### src/rtl/core_mem_axil_bridge_if.sv
// rtl/core_mem_axil_bridge_if.sv - core memory port: request from core, rdata/hit back
interface core_mem_if #(
  parameter int AddrWidth = 32,
  parameter int DataWidth = 32
);
  logic [AddrWidth-1:0]   addr;
  logic                   wren;
  logic [DataWidth-1:0]   wdata;
  logic [DataWidth/8-1:0] wmask;
  logic                   rden;
  logic [DataWidth-1:0]   rdata;
  logic                   hit;

  modport mem (
    input  addr, wren, wdata, wmask, rden,
    output rdata, hit
  );

  modport core (
    output addr, wren, wdata, wmask, rden,
    input  rdata, hit
  );
endinterface

### src/rtl/core_mem_axil_bridge.sv
// rtl/core_mem_axil_bridge.sv - one core memory request -> one AXI4-Lite transaction
module core_mem_axil_bridge #(
  parameter int AddrWidth = 32,
  parameter int DataWidth = 32
) (
  input  logic                   clk_i,
  input  logic                   rst_i,
  core_mem_if.mem                mem,
  output logic [AddrWidth-1:0]   m_awaddr_o,
  output logic                   m_awvalid_o,
  input  logic                   m_awready_i,
  output logic [DataWidth-1:0]   m_wdata_o,
  output logic [DataWidth/8-1:0] m_wstrb_o,
  output logic                   m_wvalid_o,
  input  logic                   m_wready_i,
  input  logic [1:0]             m_bresp_i,
  input  logic                   m_bvalid_i,
  output logic                   m_bready_o,
  output logic [AddrWidth-1:0]   m_araddr_o,
  output logic                   m_arvalid_o,
  input  logic                   m_arready_i,
  input  logic [DataWidth-1:0]   m_rdata_i,
  input  logic [1:0]             m_rresp_i,
  input  logic                   m_rvalid_i,
  output logic                   m_rready_o,
  output logic                   err_o
);

  localparam int StrbWidth = DataWidth / 8;
  localparam int OffBits   = $clog2(StrbWidth);
  localparam logic [AddrWidth-1:0] AlignMask =
    ~((AddrWidth'(1) << OffBits) - AddrWidth'(1));

  typedef enum logic [2:0] {
    IDLE, RD_ADDR, RD_DATA, WR_REQ, WR_RESP, DONE
  } state_t;

  state_t state, state_next;

  logic [AddrWidth-1:0] addr_q;
  logic [DataWidth-1:0] wdata_q;
  logic [StrbWidth-1:0] wstrb_q;
  logic [DataWidth-1:0] rdata_q;
  logic                 aw_done;
  logic                 w_done;
  logic                 err_q;

  always_ff @(posedge clk_i) begin
    if (rst_i) begin
      state <= IDLE;
    end else begin
      state <= state_next;
    end
  end

  always_comb begin
    state_next = state;
    case (state)
      IDLE: begin
        if (mem.wren) begin
          state_next = WR_REQ;
        end else if (mem.rden) begin
          state_next = RD_ADDR;
        end
      end
      RD_ADDR: if (m_arready_i) state_next = RD_DATA;
      RD_DATA: if (m_rvalid_i)  state_next = DONE;
      // AW and W may complete in either order or together
      WR_REQ: begin
        if ((aw_done || m_awready_i) && (w_done || m_wready_i)) begin
          state_next = WR_RESP;
        end
      end
      WR_RESP: if (m_bvalid_i) state_next = DONE;
      DONE:    state_next = IDLE;
      default: state_next = IDLE;
    endcase
  end

  always_ff @(posedge clk_i) begin
    if (rst_i) begin
      addr_q  <= '0;
      wdata_q <= '0;
      wstrb_q <= '0;
      rdata_q <= '0;
      aw_done <= 1'b0;
      w_done  <= 1'b0;
      err_q   <= 1'b0;
    end else begin
      if (state == IDLE) begin
        if (mem.wren) begin
          addr_q  <= mem.addr & AlignMask;
          wdata_q <= mem.wdata;
          wstrb_q <= mem.wmask;
          aw_done <= 1'b0;
          w_done  <= 1'b0;
        end else if (mem.rden) begin
          addr_q <= mem.addr & AlignMask;
        end
      end
      if (state == WR_REQ) begin
        if (m_awready_i) aw_done <= 1'b1;
        if (m_wready_i)  w_done  <= 1'b1;
      end
      if (state == RD_DATA && m_rvalid_i) begin
        rdata_q <= m_rdata_i;
        if (m_rresp_i != 2'b00) err_q <= 1'b1;
      end
      if (state == WR_RESP && m_bvalid_i && m_bresp_i != 2'b00) begin
        err_q <= 1'b1;
      end
    end
  end

  assign m_awaddr_o  = addr_q;
  assign m_araddr_o  = addr_q;
  assign m_wdata_o   = wdata_q;
  assign m_wstrb_o   = wstrb_q;
  assign m_awvalid_o = (state == WR_REQ) && !aw_done;
  assign m_wvalid_o  = (state == WR_REQ) && !w_done;
  assign m_bready_o  = (state == WR_RESP);
  assign m_arvalid_o = (state == RD_ADDR);
  assign m_rready_o  = (state == RD_DATA);
  assign err_o       = err_q;
  assign mem.rdata   = rdata_q;
  assign mem.hit     = (state == DONE);

endmodule

### src/flat_wrapper.sv
// flat-port wrapper written by rule: the top's interface ports become plain ports
module core_mem_axil_bridge_flat 
#(
  parameter int AddrWidth = 32,
  parameter int DataWidth = 32
)
  (clk_i, rst_i, m_awaddr_o, m_awvalid_o, m_awready_i, m_wdata_o, m_wstrb_o, m_wvalid_o, m_wready_i, m_bresp_i, m_bvalid_i, m_bready_o, m_araddr_o, m_arvalid_o, m_arready_i, m_rdata_i, m_rresp_i, m_rvalid_i, m_rready_o, err_o, mem_addr, mem_wren, mem_wdata, mem_wmask, mem_rden, mem_rdata, mem_hit);
  core_mem_if #(.AddrWidth(AddrWidth), .DataWidth(DataWidth)) mem_i ();
  input  logic clk_i;
  input  logic rst_i;
  output logic [AddrWidth-1:0] m_awaddr_o;
  output logic m_awvalid_o;
  input  logic m_awready_i;
  output logic [DataWidth-1:0] m_wdata_o;
  output logic [DataWidth/8-1:0] m_wstrb_o;
  output logic m_wvalid_o;
  input  logic m_wready_i;
  input  logic [1:0] m_bresp_i;
  input  logic m_bvalid_i;
  output logic m_bready_o;
  output logic [AddrWidth-1:0] m_araddr_o;
  output logic m_arvalid_o;
  input  logic m_arready_i;
  input  logic [DataWidth-1:0] m_rdata_i;
  input  logic [1:0] m_rresp_i;
  input  logic m_rvalid_i;
  output logic m_rready_o;
  output logic err_o;
  input wire logic [$bits(mem_i.addr)-1:0] mem_addr;
  input wire logic [$bits(mem_i.wren)-1:0] mem_wren;
  input wire logic [$bits(mem_i.wdata)-1:0] mem_wdata;
  input wire logic [$bits(mem_i.wmask)-1:0] mem_wmask;
  input wire logic [$bits(mem_i.rden)-1:0] mem_rden;
  output wire logic [$bits(mem_i.rdata)-1:0] mem_rdata;
  output wire logic [$bits(mem_i.hit)-1:0] mem_hit;
  assign mem_i.addr = mem_addr;
  assign mem_i.wren = mem_wren;
  assign mem_i.wdata = mem_wdata;
  assign mem_i.wmask = mem_wmask;
  assign mem_i.rden = mem_rden;
  assign mem_rdata = mem_i.rdata;
  assign mem_hit = mem_i.hit;
  core_mem_axil_bridge #(.AddrWidth(AddrWidth), .DataWidth(DataWidth)) u_core (.clk_i(clk_i), .rst_i(rst_i), .mem(mem_i), .m_awaddr_o(m_awaddr_o), .m_awvalid_o(m_awvalid_o), .m_awready_i(m_awready_i), .m_wdata_o(m_wdata_o), .m_wstrb_o(m_wstrb_o), .m_wvalid_o(m_wvalid_o), .m_wready_i(m_wready_i), .m_bresp_i(m_bresp_i), .m_bvalid_i(m_bvalid_i), .m_bready_o(m_bready_o), .m_araddr_o(m_araddr_o), .m_arvalid_o(m_arvalid_o), .m_arready_i(m_arready_i), .m_rdata_i(m_rdata_i), .m_rresp_i(m_rresp_i), .m_rvalid_i(m_rvalid_i), .m_rready_o(m_rready_o), .err_o(err_o));
endmodule
### config.mk
export PLATFORM = sky130hd
export DESIGN_NAME = core_mem_axil_bridge_flat
export DESIGN_NICKNAME = d
export VERILOG_FILES = /design/src/rtl/core_mem_axil_bridge_if.sv /design/src/rtl/core_mem_axil_bridge.sv /design/src/flat_wrapper.sv
export SDC_FILE = /design/constraint.sdc
export NUM_CORES = 1
export LEC_CHECK = 0
export ABC_CLOCK_PERIOD_IN_PS = 1800
export CAP_MARGIN = 25
export CORE_MARGIN = 8
export CORE_UTILIZATION = 30
export DETAILED_ROUTE_END_ITERATION = 12
export PLACE_DENSITY = 0.68
export SYNTH_ARGS = -nofsm -noshare
export SYNTH_HDL_FRONTEND = slang
export SYNTH_SLANG_ARGS = --single-unit
### constraint.sdc
create_clock -name clk_i -period 1.8 [get_ports clk_i]
set_input_delay 0.54 -clock clk_i [delete_from_list [all_inputs] [get_ports clk_i]]
set_output_delay 0.54 -clock clk_i [all_outputs]
set_load 0.03 [all_outputs]
==> flow_summary_export.csv <==
group,metric,value,unit
outcome,status,"finished clean",
clock_tree,hold_buffers,0,
worst_setup_path,cp.arrival,1.23,ns
timing,min_period,1.77,ns
route,routedWlPerCell,15.1,um
timing,finClkSkew,0.00572,ns
grt,antenna_found_initial,0,
worst_setup_path,worstPathMaxFanout,3,
route,viasPerCell,4.53,
route,wl,13600,um
yosys,synth_top_family_by_area,"simple AND/OR/NAND/NOR gates",
route,firstDrtPassIters,4,
yosys,ys_types,29,
die,core.rowCount,42,
worst_setup_path,cp_slowest_stage_delay,0.34,ns
finish,final_cell_mix,"nand2_1, dlygate4sd2_1, clkdlybuf4s50_1, dfxtp_1, a21oi_1",
finish,final_common_cell,"nand2_1",
yosys,synthXorXnorAreaFrac,0,
die,dieWidth,132,um
yosys,yosys.area_share.simple,0.221,
worst_setup_path,critical_path_class,"flop to output port",
die,io_pins,252,
route,final_antenna_net_count,0,
worst_hold_path,worstHoldStart,"u_core.m_wstrb_o[0]",
finish,nets,836,
grt,grt_pass1_vias,4285,
job,drv_cap,0,
power,p_leak,3.04,nW
timing,drv_slew,0,
clock_tree,clkSinkCount,104,
power,powerDensity,1420,mW/mm2
finish,antenna_cells,0,
clock_tree,cts_root_buf,"clkbuf_16",
finish,drive_gt1_frac,0.0839,
yosys,ys_async_sr_fraction,0,
yosys,seq_area_frac_synth,0.515,
worst_setup_path,critPathTopFamily,"flip-flops",
die,initial_core_util,0.306,
route,drt-initial-drc-count,189,
finish,n_fill_cell,1322,
timing,finalHoldViolations,0,
timing,rsz0062_at_grt,"true",
timing,fin_hold_ws,0.453,ns
clock_tree,cts_max_level,3,
timing,timing.fmax,564,MHz
route,drc,0,
finish,area_growth,67.0,%
clock_tree,clk_latency,0.34,ns
clock_tree,cts.path.max_buffers,2,
worst_setup_path,crit_chain,"buf_4 > nor2b_4 > and2_4 > buf_12",
worst_hold_path,hold_path.class,"flop to flop",
grt,grt_use_total,0.157,
worst_setup_path,regToRegSetupSlack,0.34,ns
worst_setup_path,crit_start,"u_core.state[2]",
worst_setup_path,rr_worst_depth,6,
die,fp.coreArea,0.0132,mm2
placement,io_buffers,245,
clock_tree,numCtsBuffers,9,
route,vias,4094,
worst_setup_path,timing.rr.start,"u_core.state[0]",
yosys,syn-cell-area,0.00404,mm2
yosys,synthAdderAreaFrac,0,
yosys,syn_area_per_cell,7.94,um2
timing,period_share,0.985,
power,peakVddDrop,533,uV
worst_hold_path,hold_depth,2,
worst_setup_path,cp-start-kind,"flop",
grt,overflow,0,
timing,fin_tns_setup,0,ns
worst_setup_path,path_buf_inv,2,
yosys,yosys_warnings,0,
placement,dp_hpwl,10700,um
yosys,synth_compound_area_frac,0.149,
yosys,synth_ff_type,"dfxtp_1",
clock_tree,cts_tree,"done",
worst_setup_path,worstPathRequired,1.26,ns
grt,grt_pass1_wl,22300,um
worst_setup_path,slowest_stage,"dfxtp_2",
clock_tree,cts.clk_slew.worst_paths,0.07,ns
yosys,synth_edf_count,0,
worst_setup_path,worst-path-stages,4,
yosys,ys_seq_elements,104,
die,dieHeight,132,um
grt,grt_max_degree,46,
die,die_area,0.0174,mm2
worst_setup_path,critical_path.endpoint_type,"output port",
placement,gp_congestion,0.817,
timing,setup_viol,0,
yosys,synth_mux_area_frac,0,
yosys,synthCells,509,
[registers in the layout (all words and copies together), names as in the netlist]
name and cells:
u_core.mem.rdata 32, u_core.w_done 1, u_core.aw_done 1, u_core.m_wstrb_o 4
u_core.state 3, u_core.err_o 1, u_core.m_araddr_o 30, u_core.m_wdata_o 32
[power by group]
group | switching (W) | internal (W)
sequential | 0.000293 | 0.00279
clock | 0.000813 | 0.00101
combinational | 0.00295 | 0.00172
[worst register-to-register path: stages (launching register included)]
cell	delay [ns]
dfxtp_2	0.36
buf_4	0.18
nand2b_1	0.18
nor2_2	0.20
buf_4	0.24
nand2_1	0.07
a21oi_1	0.15
[cell type report]
class	count	area, um2	area share
Tap cell	176	220	0.0326
Clock inverter	2	15.0	0.00223
Clock buffer	13	260	0.0386
Multi-Input combinational cell	338	1570	0.233
Sequential cell	104	2090	0.309
Timing Repair Buffer	267	2580	0.382
Inverter	3	11.3	0.00167
[logic make-up (layout without fill, tap and decap cells)]
kind of cell,after synthesis,in the layout
AND/OR/NAND/NOR,222,222
AO/OA/AOI/OAI,112,112
flip-flops,104,104
buffers and inverters,70,285
other,1,4
[layer usage]
metal | wire [um] | track usage | vias up | part of all wire
li1 | - | - | 2025 | -
met2 | 6760 | 0.274 | 171 | 0.50
met5 | 0 | 0 | - | 0
met3 | 1590 | 0.0793 | 14 | 0.12
met4 | 204 | 0.0536 | 0 | 0.015
met1 | 5090 | 0.159 | 1884 | 0.37
[synth_stat cells, types with 2 or more instances]
master    count  area (um2)
a211oi_1      2        15.0
a21oi_1      99         495
a32oi_1       2        17.5
and2_1        3        18.8
buf_2         9        45.0
buf_4        42         315
buf_6         4        45.0
clkbuf_1     12        45.0
dfxtp_1     104        2080
inv_1         3        11.3
nand2_1     199         747
nand2b_1      2        12.5
nand3_2       2        20.0
nor2_1        9        33.8
o21ai_0       3        15.0
[path summary, 6_finish.rpt]
kind	endpoint
setup / recovery	m_bready_o
hold / removal	u_core.m_wstrb_o[0]
setup reg to reg	u_core.mem.rdata[30]
hold reg to reg	u_core.m_wstrb_o[0]
[through the flow]
step	cells	power, W	instance area, um2	worst slack (ns)	util
2_1_floorplan	512	0.00622	4050	0.125	-
3_3_place_gp	886	0.00809	6550	-0.0719	0.496
3_5_place_dp	886	0.00819	6550	-0.109	0.496
4_1_cts	903	0.00971	6740	-0.0159	0.511
5_1_grt	903	0.0102	6750	-0.0384	0.511
6_report	903	0.00957	6750	0.0263	0.511
[timing repair]
action | in CTS | in global routing
setup endpoints to repair | 135 | 6
buffers inserted | 2 | 0
pin swaps | 2 | 2
resized for setup | 147 | 1
gates cloned | 0 | 0
Note: power is estimated with default switching activity, not from simulation.
